<file path="src/rtl/switch_allocator.sv">
// switch_allocator: separable input-first switch allocator with per-downstream-VC credit counters.
// Define SWITCH_ALLOC_CREDIT_ERR_EN to add a sticky credit_err_o overflow flag.
module switch_allocator #(
    parameter int PORT_NUM = 5,
    parameter int VC_NUM = 2,
    parameter int BUFFER_SIZE = 8,
    localparam int PORT_SIZE = $clog2(PORT_NUM),
    localparam int VC_SIZE = $clog2(VC_NUM),
    localparam int CNT_W = $clog2(BUFFER_SIZE + 1)
) (
    input  logic clk,
    input  logic rst,
    input  logic [PORT_NUM*VC_NUM-1:0] request_i,
    input  logic [PORT_NUM*VC_NUM*PORT_SIZE-1:0] out_port_i,
    input  logic [PORT_NUM*VC_NUM*VC_SIZE-1:0] downstream_vc_i,
    input  logic [PORT_NUM*VC_NUM-1:0] credit_i,
    output logic [PORT_NUM*VC_NUM-1:0] read_o,
    output logic [PORT_NUM*PORT_SIZE-1:0] xbar_sel_o,
`ifdef SWITCH_ALLOC_CREDIT_ERR_EN
    output logic credit_err_o,
`endif
    output logic [PORT_NUM-1:0] xbar_valid_o
);
    logic [CNT_W-1:0] cnt [PORT_NUM][VC_NUM];
    logic [VC_SIZE-1:0] p1 [PORT_NUM];
    logic [PORT_SIZE-1:0] p2 [PORT_NUM];
    logic [PORT_NUM*VC_NUM-1:0] elig, csel, dec;
    logic [PORT_NUM-1:0] cand_v;
    always_comb begin
        elig = '0;
        csel = '0;
        cand_v = '0;
        dec = '0;
        read_o = '0;
        xbar_sel_o = '0;
        xbar_valid_o = '0;
        for (int i = 0; i < PORT_NUM; i++)
            for (int v = 0; v < VC_NUM; v++)
                for (int o = 0; o < PORT_NUM; o++)
                    for (int d = 0; d < VC_NUM; d++)
                        if (request_i[i*VC_NUM+v] && out_port_i[(i*VC_NUM+v)*PORT_SIZE +: PORT_SIZE] == PORT_SIZE'(o) && downstream_vc_i[(i*VC_NUM+v)*VC_SIZE +: VC_SIZE] == VC_SIZE'(d) && cnt[o][d] != '0)
                            elig[i*VC_NUM+v] = 1'b1;
        // stage 1: first eligible VC at or after p1, searched in rotation order
        for (int i = 0; i < PORT_NUM; i++)
            for (int k = 0; k < VC_NUM; k++)
                for (int v = 0; v < VC_NUM; v++)
                    if (!cand_v[i] && elig[i*VC_NUM+v] && (int'(p1[i]) + k) % VC_NUM == v) begin
                        cand_v[i] = 1'b1;
                        csel[i*VC_NUM+v] = 1'b1;
                    end
        // stage 2: first candidate input at or after p2 that targets this output
        for (int o = 0; o < PORT_NUM; o++)
            for (int k = 0; k < PORT_NUM; k++)
                for (int i = 0; i < PORT_NUM; i++)
                    for (int v = 0; v < VC_NUM; v++)
                        if (!rst && !xbar_valid_o[o] && csel[i*VC_NUM+v] && out_port_i[(i*VC_NUM+v)*PORT_SIZE +: PORT_SIZE] == PORT_SIZE'(o) && (int'(p2[o]) + k) % PORT_NUM == i) begin
                            xbar_valid_o[o] = 1'b1;
                            xbar_sel_o[o*PORT_SIZE +: PORT_SIZE] = PORT_SIZE'(i);
                            read_o[i*VC_NUM+v] = 1'b1;
                            for (int d = 0; d < VC_NUM; d++)
                                if (downstream_vc_i[(i*VC_NUM+v)*VC_SIZE +: VC_SIZE] == VC_SIZE'(d))
                                    dec[o*VC_NUM+d] = 1'b1;
                        end
    end
    always_ff @(posedge clk) begin
        if (rst) begin
            for (int o = 0; o < PORT_NUM; o++) begin
                p1[o] <= '0;
                p2[o] <= '0;
                for (int d = 0; d < VC_NUM; d++)
                    cnt[o][d] <= CNT_W'(BUFFER_SIZE);
            end
`ifdef SWITCH_ALLOC_CREDIT_ERR_EN
            credit_err_o <= 1'b0;
`endif
        end else begin
            for (int o = 0; o < PORT_NUM; o++)
                for (int d = 0; d < VC_NUM; d++) begin
                    if (dec[o*VC_NUM+d] && !credit_i[o*VC_NUM+d])
                        cnt[o][d] <= cnt[o][d] - CNT_W'(1);
                    else if (!dec[o*VC_NUM+d] && credit_i[o*VC_NUM+d] && cnt[o][d] != CNT_W'(BUFFER_SIZE))
                        cnt[o][d] <= cnt[o][d] + CNT_W'(1);
`ifdef SWITCH_ALLOC_CREDIT_ERR_EN
                    if (!dec[o*VC_NUM+d] && credit_i[o*VC_NUM+d] && cnt[o][d] == CNT_W'(BUFFER_SIZE))
                        credit_err_o <= 1'b1;
`endif
                end
            for (int i = 0; i < PORT_NUM; i++)
                for (int v = 0; v < VC_NUM; v++)
                    if (read_o[i*VC_NUM+v])
                        p1[i] <= VC_SIZE'((v + 1) % VC_NUM);
            for (int o = 0; o < PORT_NUM; o++)
                for (int i = 0; i < PORT_NUM; i++)
                    if (xbar_valid_o[o] && xbar_sel_o[o*PORT_SIZE +: PORT_SIZE] == PORT_SIZE'(i))
                        p2[o] <= PORT_SIZE'((i + 1) % PORT_NUM);
        end
    end
endmodule

</file>
<file path="config.mk">
export PLATFORM = sky130hd
export DESIGN_NAME = switch_allocator
export DESIGN_NICKNAME = d
export VERILOG_FILES = /design/src/rtl/switch_allocator.sv
export SDC_FILE = /design/constraint.sdc
export NUM_CORES = 1
export LEC_CHECK = 0
export ABC_AREA = 1
export ABC_CLOCK_PERIOD_IN_PS = 9250
export CAP_MARGIN = 20
export CORE_MARGIN = 1
export CORE_UTILIZATION = 33
export CTS_CLUSTER_SIZE = 24
export DETAILED_ROUTE_END_ITERATION = 6
export GPL_TIMING_DRIVEN = 0
export PLACE_DENSITY = 0.51
export SYNTH_ARGS = -nofsm -noshare
export SYNTH_HDL_FRONTEND = slang
export SYNTH_SLANG_ARGS = --single-unit
</file>
<file path="constraint.sdc">
create_clock -name clk -period 9.25 [get_ports clk]
set_input_delay 1.3875 -clock clk [delete_from_list [all_inputs] [get_ports clk]]
set_output_delay 1.3875 -clock clk [all_outputs]
set_load 0.05 [all_outputs]
</file>
==> impl_results.md, run 1 <==
- Grt ovf: 0
- Slew Viols, Final: 0
- Dpl hpwl: around 98 mm
- Worst r2r src: p2[3][0]$_SDFFCE_PP0P_
- Syn Std Cell Area: around 23,000 um2
- Rel. slew slack: between 10% and 20%
- Worst-path clk slew: 0.06 ns
- CTS Hold Bufs: 0
- Synth cell types: 82
- Final std cells w/o fill: around 5,000
- CP arrival: approximately 7.6 ns
- Fin crit period: ~9.0 ns
- Clk_skew: approximately 0.023 ns
- Gpl congestion: 1.121
- Finish-stage setup viols: 0
- Initial antenna violation count: 6
- RSZ-0062 raised after global routing: true
- WHS Endpoint: p1[4]$_SDFFE_PP0P_
- Area of the die: 69,980 um2
- Worst Hold Class: reg -> reg
- Run status: complete, but fails checks
- Layout cells sized above 1: a little over a tenth
- Initial Util: about a third
- Bufs on Longest Clock Path: 2
- TritonCTS clock tree: done
- DRT iter0 DRCs: about 2,700
- Die height: around 260 um
- Core Region: 67,630 um2
- TritonRoute pass-1 iters: 7
- Die width: approximately 260 um
- Worst-margin pin slew: ~1.3 ns
- Max-Cap Viols: 0
- Vias per cell: 5.467
- Routed wire per std cell: about 23 um
- Setup crit start kind: input port
- Top cell by count, worst path: nor2_2
- Worst reg2reg path endpoint: cnt[0][31]$_SDFFCE_PN1P_
- Ys flop type: edfxtp_1
- Final nets: approximately 4,400
- Post-synth EDFFs: 59
- Post-Syn Nets: between 4,000 and 5,000
- Most frequent cells after synthesis: 792 x nand2_1, 779 x nor2_1, 745 x inv_1
- Yosys warnings: 0
- Clock sinks: 60
- Storage element area: 1792 um2
- Hold Slack: 0.5791 ns
- WP buf/inv: 4
- Multi-input logic area: approximately 18,000 um2
- Final critical-path share of the clock period: between 90% and 100%
- Top-count cell post-synth: nand2_1
- Crit path max-delay family: simple AND/OR/NAND/NOR gates
- Fillers: 7,685
- R2r setup slk: 1.17 ns
- Area growth syn-to-layout: 11.79%
- Async set or reset register ratio after synthesis: 0%
- Number of buffers created by CTS: 9
- H-tree depth: 3
- Row Count: 95
- Detail Route Antenna Nets: 0
- Vias: roughly 28,000
- Skew-Pair Late Insertion Delay: 0.40 ns
- Final wirelength: around 120 mm
- Register area share after synthesis: 7.877%
- Min-delay src: p1[4]$_SDFFE_PP0P_
- CP max stage delay: around 0.6 ns
- Quantity of I/O buffers inserted on ports: 84
- R2r worst-path depth: 46
- Post-route DRC: 1
- Vias in the first global route: approximately 26,000
- DP Worst Slack: -1.468 ns
- Gr usage total: 33.03%
- Lkg Pwr: 12.91 nW
- Final Hold Fails: 0
- Worst VDD drop: 0.0001582 V
- I/O pin count: just over 90
- Crit Path Category: in -> out
- Synth area leaders: nand2_1 13%, nor2_1 13%, inv_1 12%
- Root Buffer: clkbuf_16
- Critical path fanouts, max: 6
- Power, Total: a little under 7 mW
- Synth Area per Inst: between 5 and 6 um2
- Post-synth top area share: a little over an eighth
- Failing checks: design-rule violations
- CP required: 7.86 ns
- PwrDens: between 200 and 300 nW/um2
- WP depth: 38
- Slowest-stage cell, CP: dlygate4sd2_1
- Highest Clock Rate: 111.1 MHz
- Inst Count DP: 5,072
- Worst setup margin: ~0.25 ns
- Crit end category: primary output
- Number of synthesized register bits: 60
- Cells after synthesis: between 4,000 and 5,000
- Synth area leader: nand2_1
- First-pass GRT wire length: 170.1 mm
- Worst hold path depth: 2
- Largest net degree at the start of global routing: 14
[power by group]
| group | total, mW | internal (mW) | leakage, nW | switching [mW] |
|---|---|---|---|---|
| Sequential | 0.592 | 0.466 | 0.613 | 0.126 |
| Clock | 0.403 | 0.214 | 0.145 | 0.189 |
| Combinational | 5.88 | 1.82 | 12.2 | 4.05 |
[metal layers]
metal	vias up	GRT usage [%]	wire length, um
met4	4	18.98	7715
li1	13630	-	-
met5	-	0	28
met2	1170	51.00	49930
met3	302	5.574	9658
met1	12800	43.25	50590
[per-stage QoR]
step	util, %	setup TNS, ns	instance area [um2]
floorplan	-	0	22750
global placement	36.49	-20.48	24680
detailed placement	36.57	-12.99	24730
CTS	37.15	0	25120
global route	37.59	-0.2360	25430
finish	37.60	0	25430
[worst max-delay path by stage]
stage	startpoint	to	slack, ns
2_1_floorplan	out_port_i[6]	read_o[9]	1.80
3_3_place_gp	downstream_vc_i[2]	read_o[9]	-2.03
3_5_place_dp	out_port_i[18]	read_o[9]	-1.47
4_1_cts	out_port_i[23]	xbar_sel_o[2]	0.02
5_1_grt	out_port_i[7]	read_o[9]	-0.07
6_report	downstream_vc_i[2]	read_o[8]	0.25
[cell type report]
type / count / area share, %
diodes: 1 / 0.009841
multi-input cells: 3185 / 70.20
clock buffers: 9 / 0.8857
inverters: 790 / 11.75
clock inverters: 7 / 0.3248
flip-flops and latches: 60 / 7.046
repair buffers: 104 / 3.656
plain buffers: 74 / 1.835
well taps: 873 / 4.296
[logic make-up (layout without fill, tap and decap cells)]
group	Yosys count	in the layout	share of synthesized area, %
and+or+nand+nor	2528	2528	53.39
AOI/OAI and AO/OA	413	413	10.87
other	0	1	0
muxes	5	5	0.2200
DFF	60	60	7.877
buffers and inverters	864	984	15.13
adders and majority gates	154	154	8.768
xor gates and xnor gates	85	85	3.735
[cells in the final DEF (no fill, tap or decap), types with 27 or more instances in the layout]
cell type	instances
a21oi_1	139
clkbuf_1	44
clkdlybuf4s50_1	51
edfxtp_1	59
ha_1	144
inv_1	744
inv_2	34
nand2_1	787
nand2_2	47
nand3_1	293
nand3_2	27
nand4_1	153
nand4_2	36
nor2_1	762
nor2_2	55
nor2_4	42
nor3_1	136
nor4_1	74
o21ai_0	109
o22ai_1	31
xor2_1	65
[state kept, by name, summed over array words and instances, names as in the netlist]
name / flops
cnt: 40
p2: 15
p1: 5
[worst register-to-register path, delay by kind of cell, from the launching register on]
family                     cells  cell delay, ns
DFF                            1            0.41
xor gates and xnor gates       1            0.17
and+or+nand+nor               34            5.11
adders and majority gates      3            1.00
buffers and inverters          6            0.89
AOI/OAI and AO/OA              2            0.24
[timing repair]
item | CTS | global route
resized for setup | 63 | 108
buffers inserted | 1 | 13
pin swaps | 2 | 4
endpoints found under the hold margin | 0 | 0
setup endpoints to repair | 28 | 30
Power figures use the tool's default switching activity.
==> inputs of run 2 (changes only) <==
CTS_CLUSTER_SIZE = default   (was 24)
==> results of run 2 <==
The final DEF is identical to that of run 1; final timing and power are the same.
